**config.mk**
```make
export PLATFORM = sky130hd
export DESIGN_NAME = stop_sequencer
export DESIGN_NICKNAME = d
export VERILOG_FILES = /design/src/rtl/stop_sequencer_pkg.sv /design/src/rtl/stop_sequencer_dwell_timer.sv /design/src/rtl/stop_sequencer.sv
export SDC_FILE = /design/constraint.sdc
export NUM_CORES = 1
export LEC_CHECK = 0
export CAP_MARGIN = 25
export CORE_MARGIN = 2
export CORE_UTILIZATION = 45
export DETAILED_ROUTE_END_ITERATION = 6
export GPL_TIMING_DRIVEN = 0
export MAX_ROUTING_LAYER = met4
export PLACE_DENSITY = 0.65
export SYNTH_ARGS = -nofsm -noshare
export SYNTH_HDL_FRONTEND = slang
export SYNTH_SLANG_ARGS = --single-unit
```
**constraint.sdc**
```tcl
create_clock -name clk -period 5.7 [get_ports clk]
set_input_delay 0.57 -clock clk [delete_from_list [all_inputs] [get_ports clk]]
set_output_delay 0.57 -clock clk [all_outputs]
set_load 0.1 [all_outputs]
```
**src/rtl/stop_sequencer_pkg.sv**
```systemverilog
// Shared state codes, default timing constants and the per-state actuator decode
// for the Category-1 stop sequencer.
package stop_sequencer_pkg;

  localparam int STATE_W                 = 3;
  localparam int DEF_POWERUP_CYCLES      = 100;
  localparam int DEF_BRAKE_SETTLE_CYCLES = 50;
  localparam int DEF_STOP_TIMEOUT_CYCLES = 1000;
  localparam int DEF_CNT_W               = 16;

  typedef enum logic [STATE_W-1:0] {
    S_SAFE     = 3'd0,
    S_POWER_UP = 3'd1,
    S_RELEASE  = 3'd2,
    S_RUN      = 3'd3,
    S_DECEL    = 3'd4,
    S_BRAKE    = 3'd5,
    S_FAULT    = 3'd6
  } state_e;

  typedef struct packed {
    logic stop_cmd;
    logic power_en;
    logic brake_release;
    logic ready;
    logic fault;
  } act_t;

  // Moore decode; brake_release is only ever set together with power_en.
  function automatic act_t decode(state_e s);
    act_t a;
    a = '0;
    case (s)
      S_POWER_UP: a.power_en = 1'b1;
      S_RELEASE:  begin a.power_en = 1'b1; a.brake_release = 1'b1; end
      S_RUN:      begin a.power_en = 1'b1; a.brake_release = 1'b1; a.ready = 1'b1; end
      S_DECEL:    begin a.power_en = 1'b1; a.brake_release = 1'b1; a.stop_cmd = 1'b1; end
      S_BRAKE:    a.power_en = 1'b1;
      S_FAULT:    a.fault = 1'b1;
      default:    a = '0;
    endcase
    return a;
  endfunction

endpackage

```
**src/rtl/stop_sequencer_dwell_timer.sv**
```systemverilog
// Per-state dwell counter: synchronous clear, saturates at all-ones, and flags
// when the count equals a run-time limit.
module stop_sequencer_dwell_timer #(
  parameter int CNT_W = 16
) (
  input  logic             clk,
  input  logic             rst_n,
  input  logic             clr,
  input  logic [CNT_W-1:0] limit,
  output logic [CNT_W-1:0] count,
  output logic             done
);

  always_ff @(posedge clk) begin
    if (!rst_n || clr)
      count <= '0;
    else if (count != '1)
      count <= count + 1'b1;
  end

  assign done = (count == limit);

endmodule

```
**src/rtl/stop_sequencer.sv**
```systemverilog
// Orders the actuator power path around the e-stop shutdown decision:
// decel -> brake -> power off on stop, ack-gated power -> release -> run on restart.
module stop_sequencer
  import stop_sequencer_pkg::*;
#(
  parameter int POWERUP_CYCLES      = DEF_POWERUP_CYCLES,
  parameter int BRAKE_SETTLE_CYCLES = DEF_BRAKE_SETTLE_CYCLES,
  parameter int STOP_TIMEOUT_CYCLES = DEF_STOP_TIMEOUT_CYCLES,
  parameter int CNT_W               = DEF_CNT_W
) (
  input  logic               clk,
  input  logic               rst_n,
  input  logic               shutdown_req,
  input  logic               ack_pulse,
  input  logic               motion_stopped,
  output logic               stop_cmd,
  output logic               power_en,
  output logic               brake_release,
  output logic               ready,
  output logic               fault,
  output logic [STATE_W-1:0] state_o
);

  // Dwell of N exits when the counter reads N-1.
  localparam logic [CNT_W-1:0] PU_LIM = CNT_W'(POWERUP_CYCLES - 1);
  localparam logic [CNT_W-1:0] BS_LIM = CNT_W'(BRAKE_SETTLE_CYCLES - 1);
  localparam logic [CNT_W-1:0] TO_LIM = CNT_W'(STOP_TIMEOUT_CYCLES - 1);

  state_e           state, nxt;
  act_t             act;
  logic [CNT_W-1:0] limit;
  logic [CNT_W-1:0] dwell_cnt_unused;
  logic             done;
  logic             clr;

  stop_sequencer_dwell_timer #(.CNT_W(CNT_W)) u_dwell (
    .clk   (clk),
    .rst_n (rst_n),
    .clr   (clr),
    .limit (limit),
    .count (dwell_cnt_unused),
    .done  (done)
  );

  always_comb begin
    nxt   = state;
    limit = '1;
    case (state)
      S_SAFE:     if (ack_pulse && !shutdown_req) nxt = S_POWER_UP;
      S_POWER_UP: begin
        limit = PU_LIM;
        if (shutdown_req)  nxt = S_SAFE;
        else if (done)     nxt = S_RELEASE;
      end
      S_RELEASE:  begin
        limit = BS_LIM;
        if (shutdown_req)  nxt = S_BRAKE;
        else if (done)     nxt = S_RUN;
      end
      S_RUN:      if (shutdown_req) nxt = S_DECEL;
      S_DECEL:    begin
        // Drive reporting rest beats the timeout on the same cycle.
        limit = TO_LIM;
        if (motion_stopped) nxt = S_BRAKE;
        else if (done)      nxt = S_FAULT;
      end
      S_BRAKE:    begin
        limit = BS_LIM;
        if (done) nxt = S_SAFE;
      end
      S_FAULT:    if (ack_pulse && !shutdown_req) nxt = S_SAFE;
      default:    nxt = S_SAFE;
    endcase
  end

  assign clr = (nxt != state);

  // Outputs are decoded from the next state so they move on the same edge as state.
  always_ff @(posedge clk) begin
    if (!rst_n) begin
      state <= S_SAFE;
      act   <= '0;
    end else begin
      state <= nxt;
      act   <= decode(nxt);
    end
  end

  assign stop_cmd      = act.stop_cmd;
  assign power_en      = act.power_en;
  assign brake_release = act.brake_release;
  assign ready         = act.ready;
  assign fault         = act.fault;
  assign state_o       = state;

endmodule

```
==> results.tsv <==
metric	value	unit
run status	completed	
Critical Path, Cell by Cell	clkdlybuf4s50_1	
initial antenna violation count	0	
Die Y	62.4	um
area added between synthesis and finish	15.0	%
VDD IR max	0.142	mV
number of distinct library cells after synthesis	52	
period utilization	0.457	
Setup WS pre-CTS	3.11	ns
Net Switching	0.0819	mW
CP max stage delay	1.19	ns
top_reg_cell synth	dfxtp_1	
final wirelength	3560	um
drt pass-1 iters	5	
Post-Syn Area per Cell	8.12	um^2
Hold Path Class	reg -> reg	
Post-synth EDFFs	0	
Post-DRT Antenna Nets	0	
final hold vios	0	
die area	3890	um^2
Clock power frac	0.368	
die width	62.4	um
WL/cell	14.2	um
Post-CTS Resized	0	
Tightest Pin Transition	0.975	ns
final RePlAce weighted congestion	0.902	
CP arrival	2.04	ns
Rel. slew slack	0.348	
clock buffer depth	2	
CP max stage cell	clkdlybuf4s50_1	
crit path max fanout	9	
Crit. End Element	output pin	
CP Launch Type	flop	
yosys warns	0	
number of synthesized register bits	24	
WHS	0.559	ns
WP data required	5.13	ns
post-CTS setup buffers	0	
Starting Density	0.463	
All-Layer GR Usage	0.198	
Core Rows	21	
final setup TNS	0	ns
worst skew pair latency	0.32	ns
Setup violations, final	0	
buffers added on ports	12	
combinational share of power	0.117	
number of standard cells after synthesis	189	
HPWL after DPL	2670	um
pwr dens	192	nW/um^2
Post-CTS Hold Buffers	0	
H-tree Lvls	1	
WP buf/inv	1	
Highest Clock Rate	384	MHz
LEAKAGE	0.662	nW
DR iter-0 viols	89	
Max-Cap Viols	0	
Setup WS post-layout	3.09	ns
DR vias/cell	5.65	
Core ar.	3310	um^2
cell area after synthesis	1530	um^2
Top Ports	13	
fin. max-slew vios	0	
largest net degree at the start of global routing	15	
Seq/Total Area, Yosys	0.313	
Final Net Count	212	
proportion of layout cells with a drive suffix above 1	0.122	
Post-Syn Nets	195	
detailed-route via count	1419	
Sink Count	24	
commonest non-fill, non-tap cell in the layout	dfxtp_1	
most frequent cells in the layout	dfxtp_1, nor2_1, nand2_1	
asr flop ratio synth	0	
switching part of the total	0.242	
CTS tree	yes	
RSZ-0062 raised after global routing	false	
first-pass GRT wire length	6200	um
grt ovf	0	
crit path kind	reg -> out	
Fillers	344	
# diodes	0	
Worst-path clk slew	0.14	ns
CTS root buf	clkbuf_4	
Final min period	2.61	ns
sequential group share of total power	0.515	
internal power	0.256	mW
Worst path top cell family by delay	buffers and inverters	
vias in the first global route	1373	
# DRC	0	
Setup Skew	0.00574	ns
total CTS buffers	3	
==> routing by layer <==
metal / share of wire / track usage
met5: 0 / -
met4: 0.0017 / 0.0500
met3: 0.036 / 0.0180
met2: 0.50 / 0.342
met1: 0.46 / 0.251
==> power groups by stage <==
stage                     clock network, mW  registers [mW]  logic, mW
after floorplan                           0           0.184     0.0216
after global placement                    0           0.178     0.0384
after detailed placement                  0           0.178     0.0390
after CTS                             0.129           0.174     0.0394
after global routing                  0.135           0.175     0.0427
final                                 0.124           0.174     0.0394
==> worst min-delay path, delay by kind of cell (launching register included) <==
family                 cells  cell delay (ns)
DFF                        1             0.35
buffers and inverters      1             0.09
AOI/OAI and AO/OA          1             0.08
==> cell usage after synthesis, drive strengths merged, types with 2 or more instances <==
| library cell | number | area share |
|---|---|---|
| nor3b | 3 | 0.021 |
| o21a | 2 | 0.0098 |
| nand3 | 8 | 0.026 |
| nand3b | 3 | 0.015 |
| mux2i | 2 | 0.013 |
| nor3 | 5 | 0.016 |
| o211ai | 2 | 0.013 |
| nand4 | 6 | 0.029 |
| nor2b | 3 | 0.012 |
| xnor2 | 6 | 0.034 |
| a21o | 2 | 0.0098 |
| dfxtp | 24 | 0.31 |
| and3 | 5 | 0.020 |
| a211oi | 5 | 0.034 |
| o21ai | 6 | 0.020 |
| a2111oi | 2 | 0.024 |
| and4 | 3 | 0.017 |
| or3 | 4 | 0.023 |
| and2 | 3 | 0.012 |
| buf | 6 | 0.024 |
| nor2 | 22 | 0.054 |
| inv | 9 | 0.022 |
| nand2b | 2 | 0.0082 |
| nor4 | 2 | 0.0082 |
| xor2 | 6 | 0.034 |
| nand2 | 17 | 0.042 |
| a21oi | 14 | 0.048 |
==> logic make-up after synthesis <==
kind of cell / share of synthesized area
buffers and inverters: 0.0481
XOR/XNOR: 0.0685
flip-flops: 0.313
multiplexers: 0.0131
AO/OA/AOI/OAI: 0.217
AND/OR/NAND/NOR: 0.332
adder cells (fa/ha/maj): 0.00816
==> stage by stage <==
stage | total power [mW] | cells | util | instance area (um^2)
5_1_grt | 0.353 | 251 | 0.533 | 1760
4_1_cts | 0.343 | 251 | 0.533 | 1760
3_3_place_gp | 0.216 | 247 | 0.517 | 1710
2_1_floorplan | 0.205 | 189 | - | 1530
3_5_place_dp | 0.217 | 247 | 0.517 | 1710
6_report | 0.338 | 251 | 0.533 | 1760
==> worst paths after layout <==
path / startpoint / end / slack, ns / depth (start not counted)
max: state_o[1] / state_o[1] / 3.09 / 1
min: u_dwell.count[15] / u_dwell.count[15] / 0.56 / 2
max reg2reg: state_o[1] / power_en / 3.29 / 6
min reg2reg: u_dwell.count[15] / u_dwell.count[15] / 0.56 / 2
==> state kept, by name (all words and copies together), names as in the netlist <==
register and count:
power_en 1, fault 1, stop_cmd 1, ready 1, brake_release 1, state_o 3, u_dwell.count 16
==> area by class of cell <==
cell class | instances | area, um^2 | area share
inverter | 9 | 33.8 | 0.0191
clock inverter | 1 | 30.0 | 0.0170
sequential | 24 | 480 | 0.272
clock buffer | 3 | 22.5 | 0.0128
tap | 46 | 57.6 | 0.0326
buffer | 7 | 40.0 | 0.0227
multi-input combinational | 149 | 980 | 0.555
timing repair buffer | 12 | 120 | 0.0681
(Power assumes the default switching activity.)
